**config.mk**
```make
export PLATFORM = sky130hd
export DESIGN_NAME = number_logger
export DESIGN_NICKNAME = d
export VERILOG_FILES = /design/src/rtl/number_logger.sv
export SDC_FILE = /design/constraint.sdc
export NUM_CORES = 1
export LEC_CHECK = 0
export ABC_AREA = 1
export CAP_MARGIN = 40
export CORE_MARGIN = 5
export CORE_UTILIZATION = 40
export DETAILED_ROUTE_END_ITERATION = 6
export HOLD_SLACK_MARGIN = 0.15
export PLACE_DENSITY = 0.64
export SKIP_LAST_GASP = 1
export SLEW_MARGIN = 40
export SYNTH_ARGS = -nofsm -noshare
export SYNTH_HDL_FRONTEND = slang
export SYNTH_SLANG_ARGS = --single-unit
export TNS_END_PERCENT = 30
```
**constraint.sdc**
```tcl
create_clock -name clk -period 2.8 [get_ports clk]
set_input_delay 0.56 -clock clk [delete_from_list [all_inputs] [get_ports clk]]
set_output_delay 0.56 -clock clk [all_outputs]
set_load 0.02 [all_outputs]
```
**src/rtl/number_logger.sv**
```systemverilog
// Scrolling number console: buffers values/newline tokens in a FIFO and turns
// each one into display commands (POS CLEAR + NUMBER per cell, SCROLL per line).
module number_logger #(
  parameter int DEPTH = 8,
  parameter int COLS  = 13,
  parameter int ROW   = 44
) (
  input  logic        clk,
  input  logic        rst,
  input  logic [31:0] in_value,
  input  logic        in_newline,
  input  logic        in_valid,
  output logic        in_ready,
  output logic [3:0]  cmd,
  output logic [63:0] data,
  input  logic        disp_ready,
  output logic        busy
);
  localparam int AW = $clog2(DEPTH);
  localparam logic [7:0] ROW_Y    = 8'(ROW);
  localparam logic [7:0] COL_LAST = 8'(COLS - 1);

  typedef enum logic [1:0] {S_IDLE, S_WAIT_CLR, S_WAIT_NUM, S_WAIT_SCR} state_t;

  logic [32:0]   r_mem [DEPTH];
  logic [AW-1:0] r_wptr, r_rptr;
  logic [AW:0]   r_count;
  state_t        r_state;
  logic [7:0]    r_col;
  logic [31:0]   r_value;
  logic [3:0]    r_cmd;
  logic [63:0]   r_data;

  logic          w_push, w_pop, w_go;
  logic [32:0]   w_head;

  // The display's ready is only meaningful while no command is being presented.
  assign w_go     = (r_cmd == 4'd0) & disp_ready;
  assign in_ready = (r_count < (AW+1)'(DEPTH));
  assign w_push   = in_valid & in_ready;
  assign w_pop    = (r_state == S_IDLE) & (r_count != '0) & w_go;
  assign w_head   = r_mem[r_rptr];

  assign cmd  = r_cmd;
  assign data = r_data;
  assign busy = (r_count != '0) | (r_state != S_IDLE);

  always_ff @(posedge clk) begin
    if (w_push) r_mem[r_wptr] <= {in_newline, in_value};
  end

  always_ff @(posedge clk) begin
    if (rst) begin
      r_wptr  <= '0;
      r_rptr  <= '0;
      r_count <= '0;
    end else begin
      if (w_push) r_wptr <= r_wptr + 1'b1;
      if (w_pop)  r_rptr <= r_rptr + 1'b1;
      case ({w_push, w_pop})
        2'b10:   r_count <= r_count + 1'b1;
        2'b01:   r_count <= r_count - 1'b1;
        default: r_count <= r_count;
      endcase
    end
  end

  always_ff @(posedge clk) begin
    if (rst) begin
      r_state <= S_IDLE;
      r_cmd   <= 4'd0;
      r_data  <= 64'd0;
      r_col   <= 8'd0;
      r_value <= 32'd0;
    end else begin
      r_cmd <= 4'd0;
      case (r_state)
        S_IDLE: if (w_pop) begin
          if (w_head[32]) begin
            r_cmd   <= 4'd1;
            r_data  <= 64'd0;
            r_state <= S_WAIT_SCR;
          end else begin
            r_cmd   <= 4'd2;
            r_data  <= {16'd0, r_col, ROW_Y, 32'd0};
            r_value <= w_head[31:0];
            r_state <= S_WAIT_CLR;
          end
        end
        S_WAIT_CLR: if (w_go) begin
          r_cmd   <= 4'd3;
          r_data  <= {16'd0, r_col, ROW_Y, r_value};
          r_state <= S_WAIT_NUM;
        end
        S_WAIT_NUM: if (w_go) begin
          // A full row scrolls immediately so the next value starts a fresh line.
          if (r_col == COL_LAST) begin
            r_col   <= 8'd0;
            r_cmd   <= 4'd1;
            r_data  <= 64'd0;
            r_state <= S_WAIT_SCR;
          end else begin
            r_col   <= r_col + 8'd1;
            r_state <= S_IDLE;
          end
        end
        S_WAIT_SCR: if (w_go) begin
          r_col   <= 8'd0;
          r_state <= S_IDLE;
        end
        default: r_state <= S_IDLE;
      endcase
    end
  end
endmodule
```
==> impl_metrics.toml, run 1 <==
[logic_synthesis]
yosys.area_share.simple_pct = 12.5
synth_area_um2 = 14300
netlist-cell-type-count = 29
synth_xor_xnor_area_share_pct = 0.306
postSynthCellCount = 1297
synth.avg_cell_area_um2 = 11.0
ys_seq_area_share_pct = 69.0
synth_compound_area_share_pct = 12.3
yosysWarnings = 0
synthMuxAreaShare_pct = 0
synth_seq_cells = 362
synthAdderAreaFrac_pct = 0.961
synth_top_family_by_area = "simple AND/OR/NAND/NOR gates"

[worst_setup_path]
cp_max_fo = 6
timing.critical_path.cells = "inv_1, ha_1, nand3_1, clkdlybuf4s50_1"
crit_slowest_cell = "clkdlybuf4s50_1"
cp_top_family = "buffers and inverters"
path_buf_inv = 2
cp-start-kind = "flip-flop"
critPathRequiredTime_ps = 2240
critPathMaxStageDelay_ps = 630
cp-end-kind = "primary output"
arrival_ps = 2110
path_class = "reg2out"

[timing]
finalCriticalPeriod_ps = 2670
finalMaxSlewViolations = 0
setup_slack_ps = 127
tns_ps = 0
holdWs_ps = 451
slew_headroom_pct = 53.0
setup_viol = 0
worstMarginPinSlew_ps = 706
rsz0062_at_grt = "false"
hold_viol_final = 0
clock_skew_ps = 16.6
fmax_mhz = 374
period_share_pct = 95.5

[die]
fp.dieArea_um2 = 39700
core_area_um2 = 35500
io_pins = 107
die_w_um = 199
chipHeight_um = 199
initial_core_util_pct = 40.4
row_count = 69

[grt]
grt_pass1_vias = 8900
antenna_found_initial = 5
grt_max_degree = 129
grtUsageTotal_pct = 16.0
grt_pass1_wl_mm = 50.1
overflow = 0

[route]
vias = 9565
wl_per_cell_um = 17.6
drc = 0
dr_wl_met2_mm = 14.9
met3_wirelength_mm = 2.45
via_per_inst = 5.17
top_layer_used = "met5"
wl_met1_mm = 14.6
drt_iter0_markers = 832
drtAntennaViolNets = 0
firstDrtPassIters = 5
drt_wl_total_mm = 32.5

[cts]
holdBufCountCts = 0
cts_buffers = 38
cts.sinks = 362
clk-insertion-delay-late_ps = 520
postCtsSetupRepairBufs = 0
clkSlewWorstSetupHoldPaths_ps = 60
ctsHtreeMaxLevel = 2
cts_tree = "done"
post_cts_resized = 0
clk_path_buf_depth = 3
cts-root-buf = "clkbuf_16"

[pwr]
power_density_nw_per_um2 = 899
intPower_w = 0.0103
p_sw_share_pct = 32.0
switchingPower_w = 0.00486
peakVddDrop_mv = 0.549
p_seq_share_pct = 42.5
p_leak_nw = 5.78
p_comb_share_pct = 24.9
clkPwrFrac_pct = 32.6

[final_layout]
num-nets-final = 1410
final_area_um2 = 16900
final_util_pct = 47.6
area_delta_synth_final_pct = 17.9
drive_above_1_share_pct = 7.42

[placement]
portBuffers = 83
pre_cts_ws_ps = 164
placed_cell_area_um2 = 15600
dpl.hpwl_mm = 18.2
gp_congestion = 0.831

[flow_run]
maxCapViolations = 0

[run_status]
outcome = "finished clean"

[worst_hold_path]
hold_path.class = "in2reg"
## sequential cells by signal, indices dropped and copies added, names as in the netlist, named ones only
| signal | flops |
|---|---|
| r_value | 32 |
| r_col | 8 |
| r_mem | 264 |
| data | 41 |
| r_wptr | 3 |
| r_count | 4 |
| r_rptr | 3 |
| r_state | 2 |
| cmd | 2 |
## worst paths after layout
kind                   start         end  slack (ps)  depth (start not counted)
setup / recovery  r_state[0]        busy         130                          4
hold / removal           rst  r_count[0]         450                          2
setup reg to reg   flip-flop  r_value[1]         610                          8
hold reg to reg     data[25]    data[25]         460                          2
## cell type report
type | count | area [µm²]
diodes | 2 | 5.00
clock buffers | 52 | 1090
clock inverters | 14 | 154
fillers | 3154 | 18600
inverters | 38 | 144
multi-input cells | 815 | 3880
flip-flops and latches | 362 | 9890
well taps | 461 | 577
repair buffers | 107 | 1140
## power groups by stage
stage,clock network (W),registers [W],logic (W)
after global placement,0,0.00655,0.00376
final,0.00495,0.00645,0.00379
after detailed placement,0,0.00655,0.00380
after CTS,0.00506,0.00644,0.00381
after floorplan,0,0.00652,0.00269
after global routing,0.00531,0.00648,0.00425
## routing by layer
layer | vias up | track usage, %
met5 | - | 0
met4 | 6 | 3.70
met3 | 48 | 3.59
met2 | 290 | 25.5
met1 | 4565 | 22.6
li1 | 4656 | -
## cell usage after synthesis, drive strengths merged
cell,number,share of area [%]
and3,1,0.044
dfxtp,98,14
a21oi,91,3.2
or2,3,0.13
conb,1,0.026
a211oi,1,0.052
xor2,5,0.31
nor4,1,0.044
o21ai,179,6.3
nand3,54,2.1
nand2,173,4.6
nor2,203,5.4
edfxtp,264,55
ha,11,0.96
nor3,5,0.17
nand4,1,0.044
inv,38,1.0
o22ai,64,2.8
clkbuf,38,1.0
buf,66,2.9
## cell usage in the layout (no fill, tap or decap), types with 34 or more instances in the layout
cell / n
a21oi_1: 91
clkbuf_16: 41
clkdlybuf4s50_1: 82
dfxtp_1: 97
edfxtp_1: 264
inv_1: 34
nand2_1: 169
nand3_1: 52
nor2_1: 193
o21ai_0: 138
o21ai_1: 41
o22ai_1: 64
## cell families after synthesis
| logic type | after synthesis |
|---|---|
| other | 1 |
| xor gates and xnor gates | 5 |
| adders and majority gates | 11 |
| buffers and inverters | 142 |
| DFF | 362 |
| and+or+nand+nor | 441 |
| AOI/OAI and AO/OA | 335 |
## per-stage QoR
step | power, W | cells
floorplan | 0.00921 | 1319
global placement | 0.0103 | 1783
detailed placement | 0.0104 | 1783
CTS | 0.0153 | 1849
global route | 0.0160 | 1849
finish | 0.0152 | 1851
No activity file was read; power rests on OpenSTA's default activity.
==> inputs of run 2 (changes only) <==
--- a/config.mk
+++ b/config.mk
@@ -11,7 +11,7 @@
 export CORE_UTILIZATION = 40
 export DETAILED_ROUTE_END_ITERATION = 6
 export HOLD_SLACK_MARGIN = 0.15
-export PLACE_DENSITY = 0.64
+export PLACE_DENSITY = 0.62
 export SKIP_LAST_GASP = 1
 export SLEW_MARGIN = 40
 export SYNTH_ARGS = -nofsm -noshare
==> constraint.sdc (replaced) <==
create_clock -name clk -period 3.2 [get_ports clk]
set_input_delay 0.64 -clock clk [delete_from_list [all_inputs] [get_ports clk]]
set_output_delay 0.64 -clock clk [all_outputs]
set_load 0.02 [all_outputs]
==> run 2 against run 1 <==
Effect of this change: sequential power is 12% lower; non-clock buffer count is 3 lower; count of clock-buffer cells in the layout is 1 higher; highest routed layer unchanged; sequential share of layout area is 0.50 points higher; largest power group unchanged; critical path type unchanged; sequential cell count stayed put; critical endpoint unchanged; largest cell class unchanged; first-iteration DRC count is 13% lower.
==> impl_metrics.toml, run 2 (synthesis gave the netlist of run 1 again) <==
[pwr]
p_sw_share_pct = 32.8
p_seq_share_pct = 43.7
p_comb_share_pct = 24.9
peakVddDrop_mv = 0.711
switchingPower_w = 0.00425
intPower_w = 0.00872
clkPwrFrac_pct = 31.3
p_total_w = 0.0130
power_density_nw_per_um2 = 774
p_leak_nw = 5.72

[timing]
finalMaxSlewViolations = 0
slew_headroom_pct = 50.3
worstMarginPinSlew_ps = 746
hold_viol_final = 0
period_share_pct = 85.2
rsz0062_at_grt = "false"
tns_ps = 0
finalCriticalPeriod_ps = 2730
fmax_mhz = 367
clock_skew_ps = 18.5
setup_viol = 0
holdWs_ps = 459

[final_layout]
top_register = "r_mem"
fin_cells = 1846
drive_above_1_share_pct = 6.93
largest_register_ffs = 264
num_antenna_cells = 0
final_cell_mix = "264 x edfxtp_1, 193 x nor2_1, 169 x nand2_1"
final_util_pct = 47.2
final_common_cell = "edfxtp_1"
num-nets-final = 1407
area_delta_synth_final_pct = 16.9

[cts]
clkSlewWorstSetupHoldPaths_ps = 60
cts-root-buf = "clkbuf_16"
ctsHtreeMaxLevel = 2
cts_buffers = 38
post_cts_resized = 0
postCtsSetupRepairBufs = 0
holdBufCountCts = 0
cts_tree = "done"
cts.sinks = 362
clk_path_buf_depth = 3
clk-insertion-delay-late_ps = 520

[placement]
dpl.hpwl_mm = 18.3
placedCellCount = 1780
gp_congestion = 0.799
portBuffers = 83

[route]
drt_wl_total_mm = 32.2
wl_per_cell_um = 17.4
via_per_inst = 5.14
drt_iter0_markers = 725
drc = 0
firstDrtPassIters = 5
vias = 9486
drtAntennaViolNets = 0

[worst_setup_path]
path_class = "reg2out"
cp-startpoint = "r_state[0]"
reg2reg_to = "r_value[1]"
arrival_ps = 2090
rr_worst_depth = 6
cp_max_fo = 6
cp-end-kind = "primary output"
cp-start-kind = "flip-flop"
r2r_slack_ps = 870
crit_end = "busy"
critPathRequiredTime_ps = 2560

[grt]
grtUsageTotal_pct = 15.9
met2_usage_pct = 24.9
grt_pass1_vias = 8947
overflow = 0
gr-usage-met1_pct = 23.0
grt_busiest_layer = "met2"
use_met3_pct = 2.87
grt_pass1_wl_mm = 50.1
antenna_found_initial = 2
grt_max_degree = 125

[worst_hold_path]
hold_path.class = "reg2reg"
hp-start = "r_rptr[2]"
hold_path_depth = 1

[die]
io_pins = 107
row_count = 69
chipHeight_um = 199
die_w_um = 199
core_area_um2 = 35500
fp.dieArea_um2 = 39700
initial_core_util_pct = 40.4

[flow_run]
maxCapViolations = 0

[run_status]
outcome = "finished clean"
[run 2: layout make-up]
cell class | instances | area, µm²
multi-input combinational | 815 | 3880
timing repair buffer | 104 | 1110
sequential | 362 | 9890
clock inverter | 13 | 103
tap | 461 | 577
inverter | 38 | 144
clock buffer | 53 | 1040
fill | 3208 | 18700
[run 2: per-stage QoR]
step	worst slack, ps	area, µm²
global route	391	16700
detailed placement	323	15600
CTS	432	16700
global placement	377	15600
finish	474	16700
floorplan	382	14400
[run 2: layer usage]
layer / wire, µm / up-vias
li1: - / 4642
met1: 14700 / 4495
met2: 14600 / 295
met3: 2190 / 50
met4: 669 / 4
met5: 21 / -
[run 2: how the worst min path moves through the flow]
stage | to | slack, ps
6_report | flip-flop | 460
5_1_grt | data[6] | 480
4_1_cts | data[6] | 460
3_5_place_dp | flip-flop | 430
3_3_place_gp | flip-flop | 430
2_1_floorplan | flip-flop | 410
[run 2: power by group through the flow]
stage | logic, W | registers, W | clock network [W]
4_1_cts | 0.00325 | 0.00567 | 0.00417
3_5_place_dp | 0.00325 | 0.00576 | 0
2_1_floorplan | 0.00235 | 0.00571 | 0
5_1_grt | 0.00362 | 0.00571 | 0.00436
3_3_place_gp | 0.00321 | 0.00576 | 0
6_report | 0.00323 | 0.00567 | 0.00406
[run 2: worst max-delay path: stages, from the launching register on]
cell	delay, ps
dfxtp_1	420
inv_1	90
ha_1	310
nand3_1	130
clkdlybuf4s50_1	630
